$ cat src/rtl/motor_cmd_pkg.sv
// rtl/motor_cmd_pkg.sv - shared command codes, source and scheduler state types
package motor_cmd_pkg;

  typedef logic [3:0] cmd_t;

  localparam cmd_t CMD_FWD       = 4'b0000;
  localparam cmd_t CMD_LEFT_FWD  = 4'b0001;
  localparam cmd_t CMD_RIGHT_FWD = 4'b0010;
  localparam cmd_t CMD_REV       = 4'b0011;
  localparam cmd_t CMD_SPIN_CCW  = 4'b0100;
  localparam cmd_t CMD_SPIN_CW   = 4'b0101;
  localparam cmd_t CMD_LEFT_REV  = 4'b0110;
  localparam cmd_t CMD_RIGHT_REV = 4'b0111;
  localparam cmd_t CMD_STOP      = 4'b1000;

  typedef enum logic [1:0] {
    SRC_MANUAL  = 2'd0,
    SRC_AUTO    = 2'd1,
    SRC_ESTOP   = 2'd2,
    SRC_TIMEOUT = 2'd3
  } src_t;

  typedef enum logic [1:0] {
    ST_IDLE = 2'd0,
    ST_SEND = 2'd1,
    ST_GAP  = 2'd2
  } sched_state_t;

endpackage

$ cat src/rtl/src_timeout_counter.sv
// rtl/src_timeout_counter.sv - saturating up-counter with clear and reached flag
// Ports:
//   clk, rst_n : clock, asynchronous active-low reset
//   clr        : synchronous clear (takes effect at the next edge)
//   reached    : high while the count is at or beyond LIMIT-1
module src_timeout_counter #(
  parameter int unsigned LIMIT = 32
) (
  input  logic clk,
  input  logic rst_n,
  input  logic clr,
  output logic reached
);

  localparam int unsigned W = $clog2(LIMIT + 1);
  localparam logic [W-1:0] CNT_MAX   = W'(LIMIT);
  localparam logic [W-1:0] CNT_REACH = W'(LIMIT - 1);

  logic [W-1:0] cnt_q, cnt_d;

  always_comb begin
    cnt_d = cnt_q;
    if (clr) begin
      cnt_d = '0;
    end else if (cnt_q != CNT_MAX) begin
      cnt_d = cnt_q + W'(1);
    end
  end

  always_ff @(posedge clk or negedge rst_n) begin
    if (!rst_n) begin
      cnt_q <= '0;
    end else begin
      cnt_q <= cnt_d;
    end
  end

  // Flag stays up after saturation until a clear, so it acts as a sticky "due".
  assign reached = (cnt_q >= CNT_REACH);

endmodule

$ cat src/rtl/motor_cmd_scheduler.sv
// rtl/motor_cmd_scheduler.sv - prioritised motor command arbiter and frame pacer
// Ports:
//   clk, rst_n              : clock, asynchronous active-low reset
//   estop                   : emergency stop level, highest priority
//   auto_en/auto_cmd/auto_speed/auto_strobe : autonomous source
//   man_cmd/man_speed       : manual source levels
//   move_cmd/speed_level/valid/ready : frame handshake to the UART transmitter
//   active_src              : source of the last accepted frame
//   busy                    : high while sending or waiting out the gap
module motor_cmd_scheduler
  import motor_cmd_pkg::*;
#(
  parameter int unsigned MIN_GAP_CYCLES      = 50_000,
  parameter int unsigned HEARTBEAT_CYCLES    = 5_000_000,
  parameter int unsigned AUTO_TIMEOUT_CYCLES = 25_000_000
) (
  input  logic       clk,
  input  logic       rst_n,
  input  logic       estop,
  input  logic       auto_en,
  input  logic [3:0] auto_cmd,
  input  logic [3:0] auto_speed,
  input  logic       auto_strobe,
  input  logic [3:0] man_cmd,
  input  logic [3:0] man_speed,
  output logic [3:0] move_cmd,
  output logic [3:0] speed_level,
  output logic       valid,
  input  logic       ready,
  output logic [1:0] active_src,
  output logic       busy
);

  localparam int unsigned GW = $clog2(MIN_GAP_CYCLES + 1);
  // GAP lasts GAP_LOAD+1 cycles, counting down to zero.
  localparam logic [GW-1:0] GAP_LOAD = GW'(MIN_GAP_CYCLES - 1);

  sched_state_t  state_q, state_d;
  cmd_t          move_cmd_q, move_cmd_d;
  logic [3:0]    speed_q, speed_d;
  src_t          src_q, src_d;
  src_t          active_src_q, active_src_d;
  logic [7:0]    last_sent_q, last_sent_d;
  logic          last_sent_vld_q, last_sent_vld_d;
  logic [GW-1:0] gap_cnt_q, gap_cnt_d;

  cmd_t       sel_cmd;
  logic [3:0] sel_speed;
  src_t       sel_src;
  logic       stale;
  logic       hb_due;
  logic       accept;
  logic       trigger;

  assign valid  = (state_q == ST_SEND);
  assign busy   = (state_q != ST_IDLE);
  assign accept = valid && ready;

  src_timeout_counter #(.LIMIT(AUTO_TIMEOUT_CYCLES)) u_auto_timeout (
    .clk     (clk),
    .rst_n   (rst_n),
    .clr     (auto_strobe || !auto_en),
    .reached (stale)
  );

  src_timeout_counter #(.LIMIT(HEARTBEAT_CYCLES)) u_heartbeat (
    .clk     (clk),
    .rst_n   (rst_n),
    .clr     (accept),
    .reached (hb_due)
  );

  always_comb begin
    sel_cmd   = man_cmd;
    sel_speed = man_speed;
    sel_src   = SRC_MANUAL;
    if (estop) begin
      sel_cmd   = CMD_STOP;
      sel_speed = 4'd0;
      sel_src   = SRC_ESTOP;
    end else if (auto_en && stale) begin
      sel_cmd   = CMD_STOP;
      sel_speed = 4'd0;
      sel_src   = SRC_TIMEOUT;
    end else if (auto_en) begin
      sel_cmd   = auto_cmd;
      sel_speed = auto_speed;
      sel_src   = SRC_AUTO;
    end
    if (sel_cmd == CMD_STOP) begin
      sel_speed = 4'd0;
    end
  end

  // hb_due merges into the same trigger, so a change and a heartbeat landing
  // together still yield one frame.
  assign trigger = !last_sent_vld_q || ({sel_cmd, sel_speed} != last_sent_q) || hb_due;

  always_comb begin
    state_d         = state_q;
    move_cmd_d      = move_cmd_q;
    speed_d         = speed_q;
    src_d           = src_q;
    active_src_d    = active_src_q;
    last_sent_d     = last_sent_q;
    last_sent_vld_d = last_sent_vld_q;
    gap_cnt_d       = gap_cnt_q;
    case (state_q)
      ST_IDLE: begin
        if (trigger) begin
          move_cmd_d = sel_cmd;
          speed_d    = sel_speed;
          src_d      = sel_src;
          state_d    = ST_SEND;
        end
      end
      ST_SEND: begin
        if (ready) begin
          last_sent_d     = {move_cmd_q, speed_q};
          last_sent_vld_d = 1'b1;
          active_src_d    = src_q;
          gap_cnt_d       = GAP_LOAD;
          state_d         = ST_GAP;
        end
      end
      ST_GAP: begin
        // A pending emergency stop cuts the gap short so STOP is not delayed.
        if (estop && (last_sent_q[7:4] != CMD_STOP)) begin
          state_d = ST_IDLE;
        end else if (gap_cnt_q == '0) begin
          state_d = ST_IDLE;
        end else begin
          gap_cnt_d = gap_cnt_q - GW'(1);
        end
      end
      default: state_d = ST_IDLE;
    endcase
  end

  always_ff @(posedge clk or negedge rst_n) begin
    if (!rst_n) begin
      state_q         <= ST_IDLE;
      move_cmd_q      <= CMD_STOP;
      speed_q         <= 4'd0;
      src_q           <= SRC_MANUAL;
      active_src_q    <= SRC_MANUAL;
      last_sent_q     <= 8'd0;
      last_sent_vld_q <= 1'b0;
      gap_cnt_q       <= '0;
    end else begin
      state_q         <= state_d;
      move_cmd_q      <= move_cmd_d;
      speed_q         <= speed_d;
      src_q           <= src_d;
      active_src_q    <= active_src_d;
      last_sent_q     <= last_sent_d;
      last_sent_vld_q <= last_sent_vld_d;
      gap_cnt_q       <= gap_cnt_d;
    end
  end

  assign move_cmd    = move_cmd_q;
  assign speed_level = speed_q;
  assign active_src  = active_src_q;

endmodule

$ cat config.mk
export PLATFORM = sky130hd
export DESIGN_NAME = motor_cmd_scheduler
export DESIGN_NICKNAME = d
export VERILOG_FILES = /design/src/rtl/motor_cmd_pkg.sv /design/src/rtl/src_timeout_counter.sv /design/src/rtl/motor_cmd_scheduler.sv
export SDC_FILE = /design/constraint.sdc
export NUM_CORES = 1
export LEC_CHECK = 0
export ABC_AREA = 1
export ABC_CLOCK_PERIOD_IN_PS = 3400
export CAP_MARGIN = 20
export CELL_PAD_IN_SITES_DETAIL_PLACEMENT = 0
export CELL_PAD_IN_SITES_GLOBAL_PLACEMENT = 1
export CORE_MARGIN = 2
export CORE_UTILIZATION = 42
export DETAILED_ROUTE_END_ITERATION = 10
export PLACE_DENSITY = 0.8
export RECOVER_POWER = 100
export SETUP_SLACK_MARGIN = 0.5
export SYNTH_ARGS = -nofsm -noshare
export SYNTH_HDL_FRONTEND = slang
export SYNTH_SLANG_ARGS = --single-unit
$ cat constraint.sdc
create_clock -name clk -period 3.4 [get_ports clk]
set_clock_uncertainty 0.05 [all_clocks]
set_input_delay 0.34 -clock clk [delete_from_list [all_inputs] [get_ports clk]]
set_output_delay 0.34 -clock clk [all_outputs]
set_load 0.02 [all_outputs]
Yosys cells after proc, flatten, opt, wreduce, memory -nomap -nowiden
Index checks and enable logic that the tools add are counted.
Word-level totals
  register bits: 87
  memories: 0
  RAM bits: 0
  input bits: 22
  latch bits: 0
  bits in read-only memories: 0
  output and inout bits: 12
  word-level logic and storage cells: 68
Cells by class
  $lt $le $gt $ge: 2
  shift-type cells: 0
  $mul: 0
  bitwise gates (word level): 0
  add/subtract/negate cells: 3
  equality and inequality tests: 12
  muxes and demuxes: 23
  reductions and logical operators: 18
  div/mod/pow operators: 0
Operator list (number)
  $mux 25: 2
  $mux 16: 3
  $mux 23: 2
  $pmux 16 s2: 1
  $mux 4: 7
  $add 25x1->25 const B: 1
  $ge 25x25->1 const B: 1
  $ne 25x25->1 const B: 1
  $add 23x1->23 const B: 1
  $ge 23x23->1 const B: 1
  $ne 23x23->1 const B: 1
  $logic_not 16->1: 1
  $sub 16x1->16 const B: 1
  $mux 2: 6
  $ne 8x8->1: 1
  $reduce_bool 2->1: 4
  $ne 2x2->1 const B: 3
  $pmux 2 s3: 1
  $eq 4x4->1 const B: 1
  $ne 4x4->1 const B: 1
  $reduce_and 2->1: 2
  $reduce_and 4->1: 1
  $logic_and 1x1->1: 3
  $logic_or 1x1->1: 3
  other kinds (8): 9

Longest topological paths before layout
Gate-level depths: netlist of run 1.
  depth in word-level cells: 11
  mapped depth: 20
  gate-level depth less buffers: 19

By module
A second synthesis of run 1 with hierarchy kept.
Second synthesis, totals
  cells, all modules: 801
  area total of the unflattened synthesis: 5398.9 um^2
By module, submodules not included
  motor_cmd_scheduler: cells each 304, seq. area each 977.2 um^2, instances 1, area an instance 2129.5 um^2
  src_timeout_counter at u_auto_timeout: cells each 267, seq. area each 625.6 um^2, instances 1, area an instance 1760.4 um^2
  src_timeout_counter at u_heartbeat: cells each 230, seq. area each 575.6 um^2, instances 1, area an instance 1508.9 um^2

Worst setup path before layout of run 1
No wires, ideal clock.
  path kind: reg2reg
  start point: register u_auto_timeout.cnt_q[0]
  end point: register move_cmd_q[0], in the netlist move_cmd[0]
  data required time: 3.233 ns
  arrival: 1.920 ns
  library setup time: 0.117 ns
  path slack: 1.313 ns
  path buffers: 1
  cell stages (with the launch flop): 19
  clock period less this slack: 2.087 ns
  cell sequence: dfrtp_1 -> ha_1 -> nand2_1 -> nor2_1 -> nand2_1 -> nor2_1 -> nand2_1 -> nand3_2 -> nand2_4 -> o211ai_2 -> nand2_2 -> nand2_1 -> nand2_1 -> nand2_1 -> nor2_1 -> nand3_2 -> buf_4 -> nand3_1 -> nand2_1
On the way
  word-level cells in the longest chain between the ends: 10
  elaborated cells between the ends (all ways): 12
  those cells by class: order compare (1); eq/ne (2); mux (5); reduce/logical (4)
Ends and longest elaborated chain
  start: declaration: line src_timeout_counter.sv:19  | logic [W-1:0] cnt_q, cnt_d;
  start signal: assignment: line src_timeout_counter.sv:34  | cnt_q <= cnt_d;
  $ge 25x25->1 (*): line src_timeout_counter.sv:39  | assign reached = (cnt_q >= CNT_REACH);
  $logic_and 1x1->1 (*): line motor_cmd_scheduler.sv:81  | end else if (auto_en && stale) begin
  $mux 4: line motor_cmd_scheduler.sv:81
  $mux 4: line motor_cmd_scheduler.sv:77  | if (estop) begin
  $eq 4x4->1: line motor_cmd_scheduler.sv:90  | if (sel_cmd == CMD_STOP) begin
  $mux 4: line motor_cmd_scheduler.sv:90
  $ne 8x8->1: line motor_cmd_scheduler.sv:97  | assign trigger = !last_sent_vld_q || ({sel_cmd, sel_speed} != last_sent_q) || hb_due;
  $logic_or 1x1->1 (2 in a row): line motor_cmd_scheduler.sv:97
  $reduce_and 2->1 (no line)
  end signal: assignment: line motor_cmd_scheduler.sv:152  | move_cmd_q <= move_cmd_d;
  end: declaration: line motor_cmd_scheduler.sv:39  | cmd_t move_cmd_q, move_cmd_d;
Every way passes the cells marked *; elsewhere a longest branch is shown, timed or not.
A chain may end at the register's enable or synchronous reset.

Worst setup path in the final report of run 1
  start point: input auto_en
  end point: register state_q[0]
On the way
  word-level cells in the longest chain between the ends: 10
  elaborated cells between the ends (all ways): 14
  those cells by class: eq/ne (3); mux (7); reduce/logical (4)
Ends and longest elaborated chain
  start: declaration: line motor_cmd_scheduler.sv:20  | input logic auto_en,
  $mux 4 / $logic_and 1x1->1 (equally long branches): line motor_cmd_scheduler.sv:85, motor_cmd_scheduler.sv:81
  $mux 4: line motor_cmd_scheduler.sv:81
  $mux 4: line motor_cmd_scheduler.sv:77
  $eq 4x4->1: line motor_cmd_scheduler.sv:90
  $mux 4: line motor_cmd_scheduler.sv:90
  $ne 8x8->1 (*): line motor_cmd_scheduler.sv:97
  $logic_or 1x1->1 (*) (2 in a row): line motor_cmd_scheduler.sv:97
  $ne 2x2->1 (no line) (*)
  $reduce_and 3->1 (no line) (*)
  end signal: assignment: line motor_cmd_scheduler.sv:151  | state_q <= state_d;
  end: declaration: line motor_cmd_scheduler.sv:38  | sched_state_t state_q, state_d;
Marked as above.

==> reports/qor.txt, run 1 <==
share of cells above drive strength 1 -> 7.948%
routed vias/inst -> 5.042
clock tree buffer depth -> 2
Max stage delay cell, worst path -> dlygate4sd3_1
post-CTS setup buffer count -> 0
CTS root buf -> clkbuf_16
Worst Setup End Kind -> register
violated checks -> max-capacitance violations, max-slew violations
largest net degree at the start of global routing -> 38
Remaining DRCs -> 0
Worst path max stage delay -> 0.80 ns
status -> complete, but fails checks
clk slew on worst S/H paths -> 0.07 ns
Synth area leaders -> dfrtp_1, nand2_1, nor2_1
Synth Area per Inst -> 7.422 um2
synth warn -> 0
PortBufs -> 33
total CTS buffers -> 9
critical path required time -> 3.57 ns
die width -> 110.9 um
Most used DFF post-synth -> dfrtp_1
die area -> 12300 um2
Static Leak -> 2.657 nW
worst-path fanout max -> 12
synthesized area -> 4802 um2
critical path arrival -> 2.95 ns
synth unique cells -> 43
Fin. Hold Viols -> 0
critical path class -> in2reg
Mapped Cells -> 647
crit path launch type -> primary input
post-synthesis adder-cell area fraction -> 1.303%
area leader, netlist -> dfrtp_1
drt wl/cell -> 13.28 um
I/O pin total -> 34
diode count -> 0
Synth async-reset ratio -> 100.0%
peak supply drop -> 0.3258 mV
GR Overflow Total -> 0
XOR/XNOR Fraction of Synth Area -> 0.9119%
register bit total from synthesis -> 87
initial antenna violation count -> 0
global-route wire length before repair -> 19260 um
CTS HTree Levels -> 3
pwr/cell area -> 566.2 nW/um2
DRT Pass-1 Iters -> 4
CP delay by family, top -> buffers and inverters
largest family of logic cells by synthesized area -> simple AND/OR/NAND/NOR gates
Setup violations, final -> 0
vias in the first global route -> 4132
Worst Max-Slew Pin Slew -> 2.025 ns
Total GRT Usage -> 19.12%
CP most frequent cell -> nand2_1
ANT nets after route -> 0
Buf/Inv on CP -> 3
initial DRC count -> 232
routability cong. -> 0.8602
Slew Viols, Final -> 73
Max-Cap Viols -> 2
fin crit period -> 2.783 ns
Seq/Total Area, Yosys -> 45.36%
initial core utilization -> 42.60%
Clock Sinks -> 87
Die Ht -> 110.9 um
RSZ-0062 raised after global routing -> false
Synth Area in Simple Gates -> 33.17%
post-synthesis mux area share -> 0%
Synth Net Count -> 674
Worst Hold Class -> reg2reg
CTS tree -> yes
cell row count -> 39
CP Cell Sequence -> dlygate4sd3_1 > clkinv_1 > nand2_1 > nand2_1 > inv_1 > o211ai_1 > nand2_2 > nand2_1 > nand2_1 > nand2_1 > nor2_1 > nand3_1 > nand2_4 > o21ai_0
overall power -> 3.157 mW
Rel. slew slack -> -35.02%
EDFF count, synth -> 0
nets@finish -> 714
Core ar. -> 11270 um2
Clock Latency Late Sink -> 0.35 ns
Fmax -> 0.3594 GHz
total negative slack -> 0 ns
HPWL after DPL -> 8134 um
final critical-path share of the clock period -> 81.84%
Layout area overhead -> 16.13%
vias after detailed routing -> 4210
top-area cell type share of the netlist area -> 44.82%
drt total wl -> 11090 um
area fraction in compound gates after synthesis -> 11.44%
[cells by family (layout without fill, tap and decap cells)]
group,after synthesis,after routing
fa+ha+maj,5,5
xor+xnor,5,5
flops,87,87
buf+inv,96,141
simple gates,357,357
compound gates,97,97
[state kept, by name, summed over array words and instances (netlist names)]
signal	cells
move_cmd	4
u_heartbeat.cnt_q	23
u_auto_timeout.cnt_q	25
src_q	2
active_src	2
last_sent_q	8
speed_level	4
gap_cnt_q	16
state_q	2
last_sent_vld_q	1
[cell type report]
cell class / instances / area [um2]
flip-flops and latches: 87 / 2178
multi-input cells: 464 / 2231
inverters: 86 / 322.8
clock inverters: 6 / 66.31
fillers: 1142 / 5695
repair buffers: 39 / 360.3
clock buffers: 10 / 239.0
well taps: 143 / 178.9
[worst paths after layout]
kind                                                  to  cells after the start  slack [ns]                    start
worst min register to register           last_sent_vld_q                      1        0.42          last_sent_vld_q
worst max-delay path                          state_q[0]                     14        0.62                  auto_en
worst max register to register                state_q[0]                     15        0.65  u_auto_timeout.cnt_q[0]
max in group asynchronous                    move_cmd[3]                      3        0.90                    rst_n
min in group asynchronous       u_auto_timeout.cnt_q[10]                      2        1.08                    rst_n
worst min-delay path                     last_sent_vld_q                      1        0.42          last_sent_vld_q
[timing repair]
action	in CTS	in global routing
resized for setup	0	1
hold endpoints to repair	35	0
hold buffers	1	0
setup endpoints to repair	0	11
[cell usage in the layout (no fill, tap or decap), drive strengths merged, types with 5 or more instances in the layout]
cell type	n
clkdlybuf4s50	19
a21oi	38
nor2	86
nand4	10
o21ai	41
clkinv	5
dfrtp	86
o211ai	5
nor4	8
inv	86
dlygate4sd3	14
nor3	24
ha	5
a31oi	5
clkbuf	14
nand3	38
or2	5
nand2	177
[per-layer routing]
| layer | vias to the layer above | GRT usage (%) | wire (um) |
|---|---|---|---|
| li1 | 2189 | - | - |
| met1 | 1943 | 26.97 | 5666 |
| met2 | 64 | 29.41 | 4876 |
| met3 | 14 | 3.499 | 369 |
| met4 | 0 | 7.250 | 174 |
| met5 | - | 0 | 0 |
[power breakdown]
part	total [mW]	switching [mW]	internal, mW	leakage (nW)
Clock	1.03	0.440	0.594	0.153
Sequential	1.33	0.135	1.19	1.14
Combinational	0.793	0.501	0.292	1.37
Total	3.16	1.08	2.08	2.66
[metrics by stage]
stage | hold slack, ns | instances | setup WS (ns) | area, um2 | util, %
6_report | 0.4226 | 835 | 0.6173 | 5577 | 49.47
5_1_grt | 0.4400 | 835 | 0.2933 | 5577 | 49.47
4_1_cts | 0.4248 | 835 | 0.7651 | 5609 | 49.76
3_5_place_dp | 0.2986 | 818 | 0.4386 | 5294 | 46.96
3_3_place_gp | 0.2944 | 818 | 0.5379 | 5294 | 46.96
2_1_floorplan | -0.005591 | 647 | 1.313 | 4802 | -
[worst register-to-register path: stages, from the launching register on]
cell      delay [ns]
dfrtp_1         0.37
ha_1            0.18
nand2_1         0.08
nor2_1          0.22
nand2_1         0.10
nor2_1          0.14
nand2_1         0.08
nand3_2         0.10
nand2_4         0.09
o211ai_1        0.13
nand2_2         0.14
nand2_2         0.10
xor2_1          0.15
nand3_1         0.35
nand2_4         0.25
o21ai_0         0.11
[cells in the mapped netlist, types with 3 or more instances]
cell and number:
a21oi_1 37, a31oi_1 5, clkbuf_1 7, dfrtp_1 86
ha_1 5, inv_1 75, inv_2 10, nand2_1 166
nand2_2 10, nand3_1 36, nand3b_1 4, nand4_1 10
nor2_1 76, nor2_2 8, nor3_1 23, nor4_1 8
o211ai_1 3, o21ai_0 40, or2_2 5, xnor2_1 3
Power figures use the tool's default switching activity.
==> run 2: changes to the inputs <==
--- a/config.mk
+++ b/config.mk
@@ -6,7 +6,7 @@
 export NUM_CORES = 1
 export LEC_CHECK = 0
 export ABC_AREA = 1
-export ABC_CLOCK_PERIOD_IN_PS = 3400
+export ABC_CLOCK_PERIOD_IN_PS = 2900
 export CAP_MARGIN = 20
 export CELL_PAD_IN_SITES_DETAIL_PLACEMENT = 0
 export CELL_PAD_IN_SITES_GLOBAL_PLACEMENT = 1
==> constraint.sdc (replaced) <==
create_clock -name clk -period 2.9 [get_ports clk]
set_clock_uncertainty 0.05 [all_clocks]
set_input_delay 0.29 -clock clk [delete_from_list [all_inputs] [get_ports clk]]
set_output_delay 0.29 -clock clk [all_outputs]
set_load 0.02 [all_outputs]
==> run 2 against run 1 <==
The run now ends clean. Clock-buffer cell count is 2 higher. Non-clock buffer count increased by 18. Wire length grew 4.9%. Register-to-register slack got worse by 0.17 ns. Clock power is 26% higher. Highest routed layer unchanged.
==> reports/qor.txt, run 2 (synthesis gave the netlist of run 1 again) <==
CTS root buf -> clkbuf_16
fillcell total -> 1102 (-3.5%)
pwr/cell area -> 667.1 nW/um2 (+18%)
initial DRC count -> 229 (-1.3%)
Worst Hold Class -> reg2reg
critical path required time -> 3.08 ns (-0.49 ns)
vias in the first global route -> 4297 (+4.0%)
Fin. Hold Viols -> 0 (unchanged)
Reg with most FFs -> u_auto_timeout.cnt_q
Static Leak -> 2.808 nW (+5.7%)
nets@finish -> 734 (+2.8%)
CTS tree -> yes
hold path startpoint -> last_sent_vld_q
DRT Pass-1 Iters -> 5 (+1)
GRT met1 Usage -> 27.72% (+0.75 points)
ANT nets after route -> 0 (unchanged)
die width -> 110.9 um (unchanged)
met3 usage -> 4.046% (+0.55 points)
cell row count -> 39 (unchanged)
crit path launch type -> register
Fmax -> 0.4126 GHz
clock tree buffer depth -> 2 (unchanged)
share of cells above drive strength 1 -> 13.20% (+5.3 points)
GR Overflow Total -> 0 (unchanged)
R2R setup slack -> 0.48 ns (-0.17 ns)
total CTS buffers -> 9 (unchanged)
most frequent cells in the layout -> nand2_1, dfrtp_1, inv_1, nor2_1, o21ai_0
I/O pin total -> 34 (unchanged)
GR peak layer -> met2
Core Util, Final -> 52.46% (+3.0 points)
PortBufs -> 33 (unchanged)
status -> complete, no violations
final critical-path share of the clock period -> 83.56%
CP most frequent cell -> nand2_4
switching power -> 1.317 mW (+22%)
sw frac -> 33.39% (-0.73 points)
CP Cell Sequence -> ha_1 > nand2_4 > nor2_1 > nand2_1 > nor2_1 > nand2_1 > nand3_2 > nand2_4 > o211ai_2 > nand2_4 > nand2_1 > xor2_4 > nand3_4 > nand2_4 > o21ai_1
Max stage delay cell, worst path -> dfrtp_1
Worst Setup End Kind -> register
Remaining DRCs -> 0 (unchanged)
worst-path fanout max -> 8 (-4)
fin crit period -> 2.423 ns
global-route wire length before repair -> 19970 um (+3.7%)
peak supply drop -> 0.4597 mV (+41%)
Crit Reg-Reg Startpoint -> u_auto_timeout.cnt_q[1]
drt total wl -> 11630 um (+4.9%)
P_int -> 2.628 mW (+26%)
Worst path max stage delay -> 0.37 ns (-0.43 ns)
crit path launch -> u_auto_timeout.cnt_q[1]
commonest non-fill, non-tap cell in the layout -> nand2_1
Clock Latency Late Sink -> 0.35 ns (about the same)
Layout area overhead -> 23.14%
Setup violations, final -> 0 (unchanged)
HPWL after DPL -> 8174 um (+0.50%)
clk slew on worst S/H paths -> 0.07 ns (about the same)
initial core utilization -> 42.60% (unchanged)
Clock Sinks -> 87 (unchanged)
die area -> 12300 um2 (unchanged)
grt met2 use -> 30.47% (+1.1 points)
drt wl/cell -> 13.60 um (+2.5%)
Slew Viols, Final -> 0 (-100%)
diode count -> 0 (unchanged)
routed vias/inst -> 5.087 (+0.89%)
Worst Max-Slew Pin Slew -> 1.214 ns (-0.8108 ns)
Core ar. -> 11270 um2 (unchanged)
Top Registers -> u_auto_timeout.cnt_q x25, u_heartbeat.cnt_q x23, gap_cnt_q x16
Flop pwr share -> 39.5% (-2.6 points)
vias after detailed routing -> 4349 (+3.3%)
Die Ht -> 110.9 um (unchanged)
initial antenna violation count -> 0 (unchanged)
critical path class -> reg2reg
Rel. slew slack -> 19.04% (+54 points)
routability cong. -> 0.8422 (-2.1%)
Combinational Power Share -> 27.6% (+2.5 points)
max reg flops -> 25 (unchanged)
CTS HTree Levels -> 3 (unchanged)
Clock power frac -> 32.9% (about the same)
critical path arrival -> 2.61 ns (-0.34 ns)
RSZ-0062 raised after global routing -> true
Max-Cap Viols -> 0 (-2)
total negative slack -> 0 ns (unchanged)
Total GRT Usage -> 19.74% (+0.61 points)
largest net degree at the start of global routing -> 46 (+21%)
-- run 2: cell types whose count changed in the layout (fill, tap and decap cells not counted), moves of 2 or more --
cell / change
nand2_4: +4
clkinv_2: -2
nor2_1: -6
nand3_1: -5
nand3_2: +4
nand2_1: -2
nor2_4: +5
nand3_4: +2
buf_4: +17
-- run 2: final cells by class --
cell class	instances	area, um2	share of cell area (%)
clock buffers	12	256.5	4.338
clock inverters	4	77.57	1.312
inverters	86	322.8	5.459
multi-input cells	466	2385	40.33
flip-flops and latches	87	2180	36.86
well taps	143	178.9	3.026
repair buffers	57	513.0	8.675
-- run 2: final timing paths --
| path | to | cells after the start |
|---|---|---|
| setup / recovery | state_q[0] | 15 |
| hold / removal | last_sent_vld_q | 1 |
| setup reg to reg | state_q[0] | 15 |
| hold reg to reg | last_sent_vld_q | 1 |
| max in group asynchronous | gap_cnt_q[9] | 3 |
| min in group asynchronous | u_auto_timeout.cnt_q[8] | 2 |
-- run 2: power by group through the flow --
| stage | clock [mW] | sequential, mW | combinational (mW) |
|---|---|---|---|
| 2_1_floorplan | 0 | 1.60 | 0.592 |
| 3_3_place_gp | 0 | 1.58 | 0.985 |
| 3_5_place_dp | 0 | 1.58 | 1.01 |
| 4_1_cts | 1.33 | 1.56 | 1.04 |
| 5_1_grt | 1.38 | 1.58 | 1.23 |
| 6_report | 1.30 | 1.56 | 1.09 |
-- run 2: timing repair --
item	in CTS	in global routing
hold buffers	1	0
setup endpoints to repair	12	22
hold endpoints to repair	41	0
gates cloned	2	0
gates resized for setup	6	44
pin swaps	3	23
buffers inserted	0	16
-- run 2: stage by stage --
stage               instance area [um2]  power, mW  hold slack [ns]  std cells  setup WS [ns]
floorplan                          4802      2.190         -0.05559        647         0.8128
global placement                   5321      2.562           0.2837        820         0.3487
detailed placement                 5321      2.583           0.2918        820         0.2740
CTS                                5695      3.929           0.4195        839         0.5103
global route                       5913      4.197           0.4378        855         0.2254
finish                             5913      3.945           0.4173        855         0.4766
-- run 2: per-layer routing --
metal | share of wire, % | wire length (um)
met1 | 50 | 5827
met5 | 0 | 0
met2 | 45 | 5198
met3 | 3.7 | 425
met4 | 1.5 | 180
-- run 2: worst max-delay path, delay by kind of cell, from the launching register on --
family	cells	cell delay [ns]
simple gates	11	1.27
fa+ha+maj	1	0.22
flops	1	0.37
compound gates	2	0.16
xor+xnor	1	0.21
